==> src/rtl/scan_mux.sv <==
// scan_mux: registered channel selector with hold, manual, auto-scan and
// single-sweep modes. Select, data and one-hot decode all update together
// on the clock edge, so dout always matches the channel named by sel_out.
//
// Handshake note: there is no backpressure. valid marks the cycle in which
// dout holds a freshly sampled channel. busy is high while a sweep is in
// flight. done pulses for exactly one cycle, alongside the last channel's
// sample of a sweep that was not aborted.
module scan_mux #(
  parameter int CH   = 8,
  parameter int W    = 1,
  parameter int SELW = $clog2(CH)
) (
  input  logic            clk,
  input  logic            rst,
  input  logic [CH*W-1:0] din,
  input  logic [1:0]      mode,
  input  logic [SELW-1:0] sel_in,
  input  logic            load,
  input  logic            start,
  output logic [W-1:0]    dout,
  output logic [SELW-1:0] sel_out,
  output logic [CH-1:0]   onehot,
  output logic            valid,
  output logic            busy,
  output logic            done,
  output logic            dbgRun   // sweep FSM state: 1 while in RUN
);

  localparam logic [1:0] MODE_HOLD   = 2'b00;
  localparam logic [1:0] MODE_MANUAL = 2'b01;
  localparam logic [1:0] MODE_AUTO   = 2'b10;
  localparam logic [1:0] MODE_SWEEP  = 2'b11;

  localparam logic [SELW-1:0] LAST_SEL = SELW'(CH - 1);

  typedef enum logic {
    IDLE = 1'b0,
    RUN  = 1'b1
  } sweepStateT;

  sweepStateT      state, stateNxt;
  logic [SELW-1:0] selNxt;
  logic            update;
  logic            validNxt, busyNxt, doneNxt;
  logic [W-1:0]    dataNxt;
  logic [CH-1:0]   onehotNxt;

  assign dbgRun = (state == RUN);

  // Next-select and status rules. Any mode other than sweep forces the FSM
  // to IDLE, which both aborts a running sweep and guarantees that entering
  // sweep mode later begins from IDLE.
  always_comb begin
    stateNxt = IDLE;
    selNxt   = sel_out;
    update   = 1'b0;
    validNxt = 1'b0;
    busyNxt  = 1'b0;
    doneNxt  = 1'b0;
    case (mode)
      MODE_HOLD: begin
        update = 1'b0;
      end
      MODE_MANUAL: begin
        selNxt   = load ? sel_in : sel_out;
        update   = 1'b1;
        validNxt = 1'b1;
      end
      MODE_AUTO: begin
        selNxt   = sel_out + 1'b1;
        update   = 1'b1;
        validNxt = 1'b1;
      end
      MODE_SWEEP: begin
        if (state == IDLE) begin
          if (start) begin
            selNxt   = '0;
            update   = 1'b1;
            validNxt = 1'b1;
            busyNxt  = 1'b1;
            stateNxt = RUN;
          end
        end else begin
          // start is deliberately ignored while a sweep is running
          selNxt   = sel_out + 1'b1;
          update   = 1'b1;
          validNxt = 1'b1;
          if (selNxt == LAST_SEL) begin
            doneNxt  = 1'b1;
            stateNxt = IDLE;
          end else begin
            busyNxt  = 1'b1;
            stateNxt = RUN;
          end
        end
      end
      default: begin
        update = 1'b0;
      end
    endcase
  end

  // Channel data and one-hot decode for the select value about to be loaded.
  always_comb begin
    dataNxt   = '0;
    onehotNxt = '0;
    for (int k = 0; k < CH; k++) begin
      if (selNxt == SELW'(k)) begin
        dataNxt      = din[k*W +: W];
        onehotNxt[k] = 1'b1;
      end
    end
  end

  // State and output registers; select/data/decode only move when update is set.
  always_ff @(posedge clk) begin
    if (rst) begin
      state   <= IDLE;
      sel_out <= '0;
      dout    <= '0;
      onehot  <= '0;
      valid   <= 1'b0;
      busy    <= 1'b0;
      done    <= 1'b0;
    end else begin
      state <= stateNxt;
      valid <= validNxt;
      busy  <= busyNxt;
      done  <= doneNxt;
      if (update) begin
        sel_out <= selNxt;
        dout    <= dataNxt;
        onehot  <= onehotNxt;
      end
    end
  end

endmodule

==> config.mk <==
export PLATFORM = sky130hd
export DESIGN_NAME = scan_mux
export DESIGN_NICKNAME = d
export VERILOG_FILES = /design/src/rtl/scan_mux.sv
export SDC_FILE = /design/constraint.sdc
export NUM_CORES = 1
export LEC_CHECK = 0
export BUFFER_PORTS_ARGS = -buffer_cell sky130_fd_sc_hd__buf_2
export CAP_MARGIN = 20
export CORE_ASPECT_RATIO = 1.4
export CORE_MARGIN = 10
export CORE_UTILIZATION = 52
export CTS_CLUSTER_DIAMETER = 200
export DETAILED_ROUTE_END_ITERATION = 7
export PLACE_DENSITY_LB_ADDON = 0.08
export SETUP_SLACK_MARGIN = 0.02
export SYNTH_ARGS = -nofsm -noshare
export SYNTH_HDL_FRONTEND = slang
export SYNTH_SLANG_ARGS = --single-unit
export TNS_END_PERCENT = 50
==> constraint.sdc <==
create_clock -name clk -period 5.65 [get_ports clk]
set_clock_uncertainty 0.15 [all_clocks]
set_input_delay 0.565 -clock clk [delete_from_list [all_inputs] [get_ports clk]]
set_output_delay 0.565 -clock clk [all_outputs]
set_load 0.02 [all_outputs]
; Word-level counts from Yosys, hierarchy flattened
; Cells that the tools add are included.
; Widths: inputs -> output; s select.
[word_totals]
regBits = 15
latchBits = 0
ram_bits = 0
romBits = 0
out_inout_bits = 16
n_memories = 0
[classes]
addsub = 1
mul = 0
div = 0
magnitude_cmp = 0
eq_ne = 11
n_shift = 0
muxes = 27
bitwise = 2
n_reduce_logical = 5
[ops]
columns = operator, count
row1 = $mux 1, 21
row2 = $eq 3x3->1 const B, 5
row3 = $mux 3, 3
row4 = $pmux 3 s3, 1
row5 = $eq 3x2->1 const B, 2
row6 = $eq 2x2->1 const B, 2
row7 = $reduce_or 2->1, 2
row8 = $add 3x1->3 const B, 1
row9 = $eq 3x1->1 const B, 1
row10 = $logic_not 3->1, 1
row11 = $pmux 1 s3, 1
row12 = $reduce_or 3->1, 1
row13 = $eq 2x1->1 const B, 1
row14 = $logic_not 2->1, 1
row15 = $not 1->1, 2
row16 = $pmux 1 s2, 1

; Depth between registers and ports, before layout
[depth]
depth_word = 12
depth_mapped = 8
mapped_depth_nobuf = 8

; Least setup slack after synthesis
; No wires, ideal clock.
[synth_path]
path_type = reg-to-reg
from = register sel_out[0]
to = register dout
setup_ps = 96
arrival_time_ps = 2020
setup_slack_ps = 3384
path_stages_with_launch = 9
path_buffers = 0
path_cell_list = dfxtp_1 > inv_1 > ha_1 > nand3b_1 > nand2_1 > o31ai_1 > nor2_1 > a22o_1 > o41ai_2
[synth_via]
elab_chain_len = 12
[synth_rtl]
columns = element, line
row1 = from (decl), 22  ; output logic [SELW-1:0] sel_out,
row2 = from (signal assigned), 132  ; sel_out <= selNxt;
row3 = $add 3x1->3 or $mux 3 (tied branches), "71, 86, 77"
row4 = $mux 3, 76  ; if (state == IDLE) begin
row5 = $pmux 3 s3 *, 61  ; case (mode)
row6 = $logic_not 3->1, 109  ; if (selNxt == SELW'(k)) begin
row7 = $mux 1 (7 in a row), 109
row8 = $mux 1 *, 109
row9 = to (signal assigned), 133  ; dout <= dataNxt;
row10 = to (decl), 21  ; output logic [W-1:0] dout,
; Mark *: on every way between the ends. The rest lies on a longest branch, timed or not.
; A chain may end at the register's enable or synchronous reset.

; Worst setup path in the final report
; Same ends and word-level chain as after synthesis.

==> impl_metrics.toml <==
[status]
status = "completed"

[detailed_routing]
wl_um = 2430
routed_via_density = 5.75
antenna_left = 0
wl_per_cell_um = 15.4
drcViolationCount = 0
drt_pass1_iterations = 4
vias = 908
drtIter0Drc = 17

[critical_path]
cp_cell_sequence = "inv_1 -> ha_1 -> nand3b_1 -> nand2_1 -> o31ai_1 -> nor2_1 -> a22o_1 -> o41ai_2"
cp_max_fo = 5
required_ns = 5.68
r2r_end = "dout"
reg2reg_setup_slack_ns = 3.15
regToRegStartpoint = "sel_out[0]"
slowest_delay_ns = 0.47
cp_top_family = "compound AO/OA/AOI/OAI gates"
path_class = "flop to flop"
crit_path_start = "sel_out[0]"
arrival_ns = 2.54
crit_buf_inv = 1
end_kind = "flop"
rr_worst_depth = 8
crit_slowest_cell = "o31ai_1"
start_kind = "flop"

[sta]
rsz0062_at_grt = "no"
finalCriticalPeriod_ns = 2.50
fin_hold_ws_ns = 0.369
slew_headroom = 0.636
finalHoldViolations = 0
setup_violations = 0
finalCritPeriodShare = 0.443
tightest_slew_ns = 0.541
finalSetupTns_ns = 0
slew_violations = 0
max_clock_freq_mhz = 399

[grt]
antenna_found_initial = 0
grt_max_degree = 18
grt_util_all_layers = 0.123
overflow = 0
grt_pass1_wl_um = 4150
grt_pass1_vias = 955

[floorplan]
initial_utilization = 0.538
ios = 33
core_area_sq_mm = 0.00176
fp.dieArea_sq_mm = 0.00395
die_x_um = 56.0
num_rows = 18
die_h_um = 70.4

[yosys]
synth-compound-area-share = 0.245
ys_async_sr_fraction = 0
syn_avg_cell_area_sq_um = 8.75
synth_cell_type_count = 37
seq_area_frac_synth = 0.318
syn_nets = 131
yosys.area.top_type = "dfxtp_1"
netlist_instances = 108
synthTopCellsByArea = "dfxtp_1 32%, ha_1 7.9%, nor2_1 6.8%, a22oi_1 6.4%, mux2i_1 5.3%"
synthMuxAreaShare = 0.0768
synth_top_area_frac = 0.318
synthAdderAreaFrac = 0.0795
netlist_area_sq_um = 945
synth_top_flop_cell = "dfxtp_1"
synth_top_family_by_area = "compound AO/OA/AOI/OAI gates"
ys_ff_latch = 15
synth_edf_count = 0
yosys_warnings = 0
synth-simple-area-share = 0.220
synth_xor_area_frac = 0.00927

[cts]
post_cts_resized = 0
htreeDepth = 1
clkSinkCount = 15
cts_hold_buf = 0
cts_inserted_buffers = 3
cts_tree = "built"
clkLatencyLatePin_ns = 0.28
clk_pin_slew_ns = 0.09
clock_tree.buffer_depth = 2
post-cts-setup-buffers = 0
clock_tree.root_cell = "clkbuf_4"

[power_and_ir_drop]
ir_worst_vdd_uv = 175
cellPowerDensity_mw_per_mm2 = 214
power_leakage_nw = 0.534

[worst_hold_path]
hold_path_end = "onehot[0]"
hp-class = "flop to flop"
hp-start = "onehot[0]"
holdPathStages = 2

[final_layout]
num-nets-final = 162
drive_above_1_share = 0.312
insertedDiodeCount = 0
area_delta_synth_final_pct = 19.7
post-route-util = 0.644

[placement]
place_congestion = 0.901
portBuffers = 32
dp_hpwl_um = 1900

[flow_run]
cap_violations = 0
[final cells by class]
type,count,area (sq um)
clock buffers,3,22.5
clock inverters,1,5.00
fillers,174,626
inverters,6,22.5
multi-input cells,81,596
flip-flops and latches,15,300
well taps,20,25.0
repair buffers,32,160
[cells in the mapped netlist (2+ instances only)]
library cell and number:
nor2_1 17, dfxtp_1 15, a22oi_1 8, ha_1 6
inv_1 6, a21oi_1 5, mux2i_1 5, nand2b_1 5
clkbuf_1 4, nor3b_1 3, a211oi_1 2, and2_1 2
mux2_2 2, nand2_1 2, nand3_1 2, nand3b_1 2
o31a_1 2
[placed cells by master, fill, tap and decap left out, drive strengths merged, types with 2 or more instances in the layout]
cell | synthesis | final
ha | 6 | 6
nand2b | 5 | 5
dfxtp | 15 | 15
nand3 | 2 | 2
and2 | 2 | 2
o31a | 2 | 2
nor3b | 3 | 3
mux2 | 2 | 2
mux2i | 5 | 5
a21oi | 6 | 6
inv | 6 | 6
buf | 2 | 32
nand3b | 2 | 2
or2 | 2 | 2
nand2 | 2 | 2
clkbuf | 4 | 3
a22oi | 8 | 8
nor2 | 18 | 18
a211oi | 2 | 2
[worst max path at each step]
stage	end	cells past startpoint	slack, ns
after global placement	dout	8	3.09
final	dout	8	3.15
after CTS	dout	8	3.15
after global routing	dout	8	2.89
after floorplan	dout	8	3.38
after detailed placement	dout	8	3.03
[stage by stage]
step	total power [mW]	area [sq um]	std cells	setup slack (ns)
global route	0.256	1130	158	2.89
floorplan	0.163	945	108	3.38
detailed placement	0.184	1100	154	3.03
global placement	0.183	1100	154	3.09
finish	0.242	1130	158	3.15
CTS	0.244	1130	158	3.15
[flip-flops by register name (all words and copies together), names as in the netlist]
| signal | flops |
|---|---|
| valid | 1 |
| done | 1 |
| dout | 1 |
| onehot | 8 |
| dbgRun | 1 |
| sel_out | 3 |
[kinds of logic after synthesis]
kind of cell / count (synthesis)
adders and majority gates: 6
buffers and inverters: 12
muxes: 7
and+or+nand+nor: 39
xor gates and xnor gates: 1
AOI/OAI and AO/OA: 28
DFF: 15
[worst register-to-register path, stage by stage (launching register included)]
cell,delay [ns]
dfxtp_1,0.45
inv_1,0.09
ha_1,0.32
nand3b_1,0.15
nand2_1,0.09
o31ai_1,0.47
nor2_1,0.16
a22o_1,0.25
o41ai_2,0.27
[power by group]
group,leakage (nW),internal (mW),switching [mW]
Clock,0.0177,0.0263,0.0336
Combinational,0.395,0.0274,0.0391
Sequential,0.122,0.111,0.00480
[per-layer routing]
layer	part of all wire	GRT usage
met5	0	0
met4	0.031	0.0590
met3	0.059	0.0380
met2	0.51	0.225
met1	0.40	0.119
(Power assumes the default switching activity.)
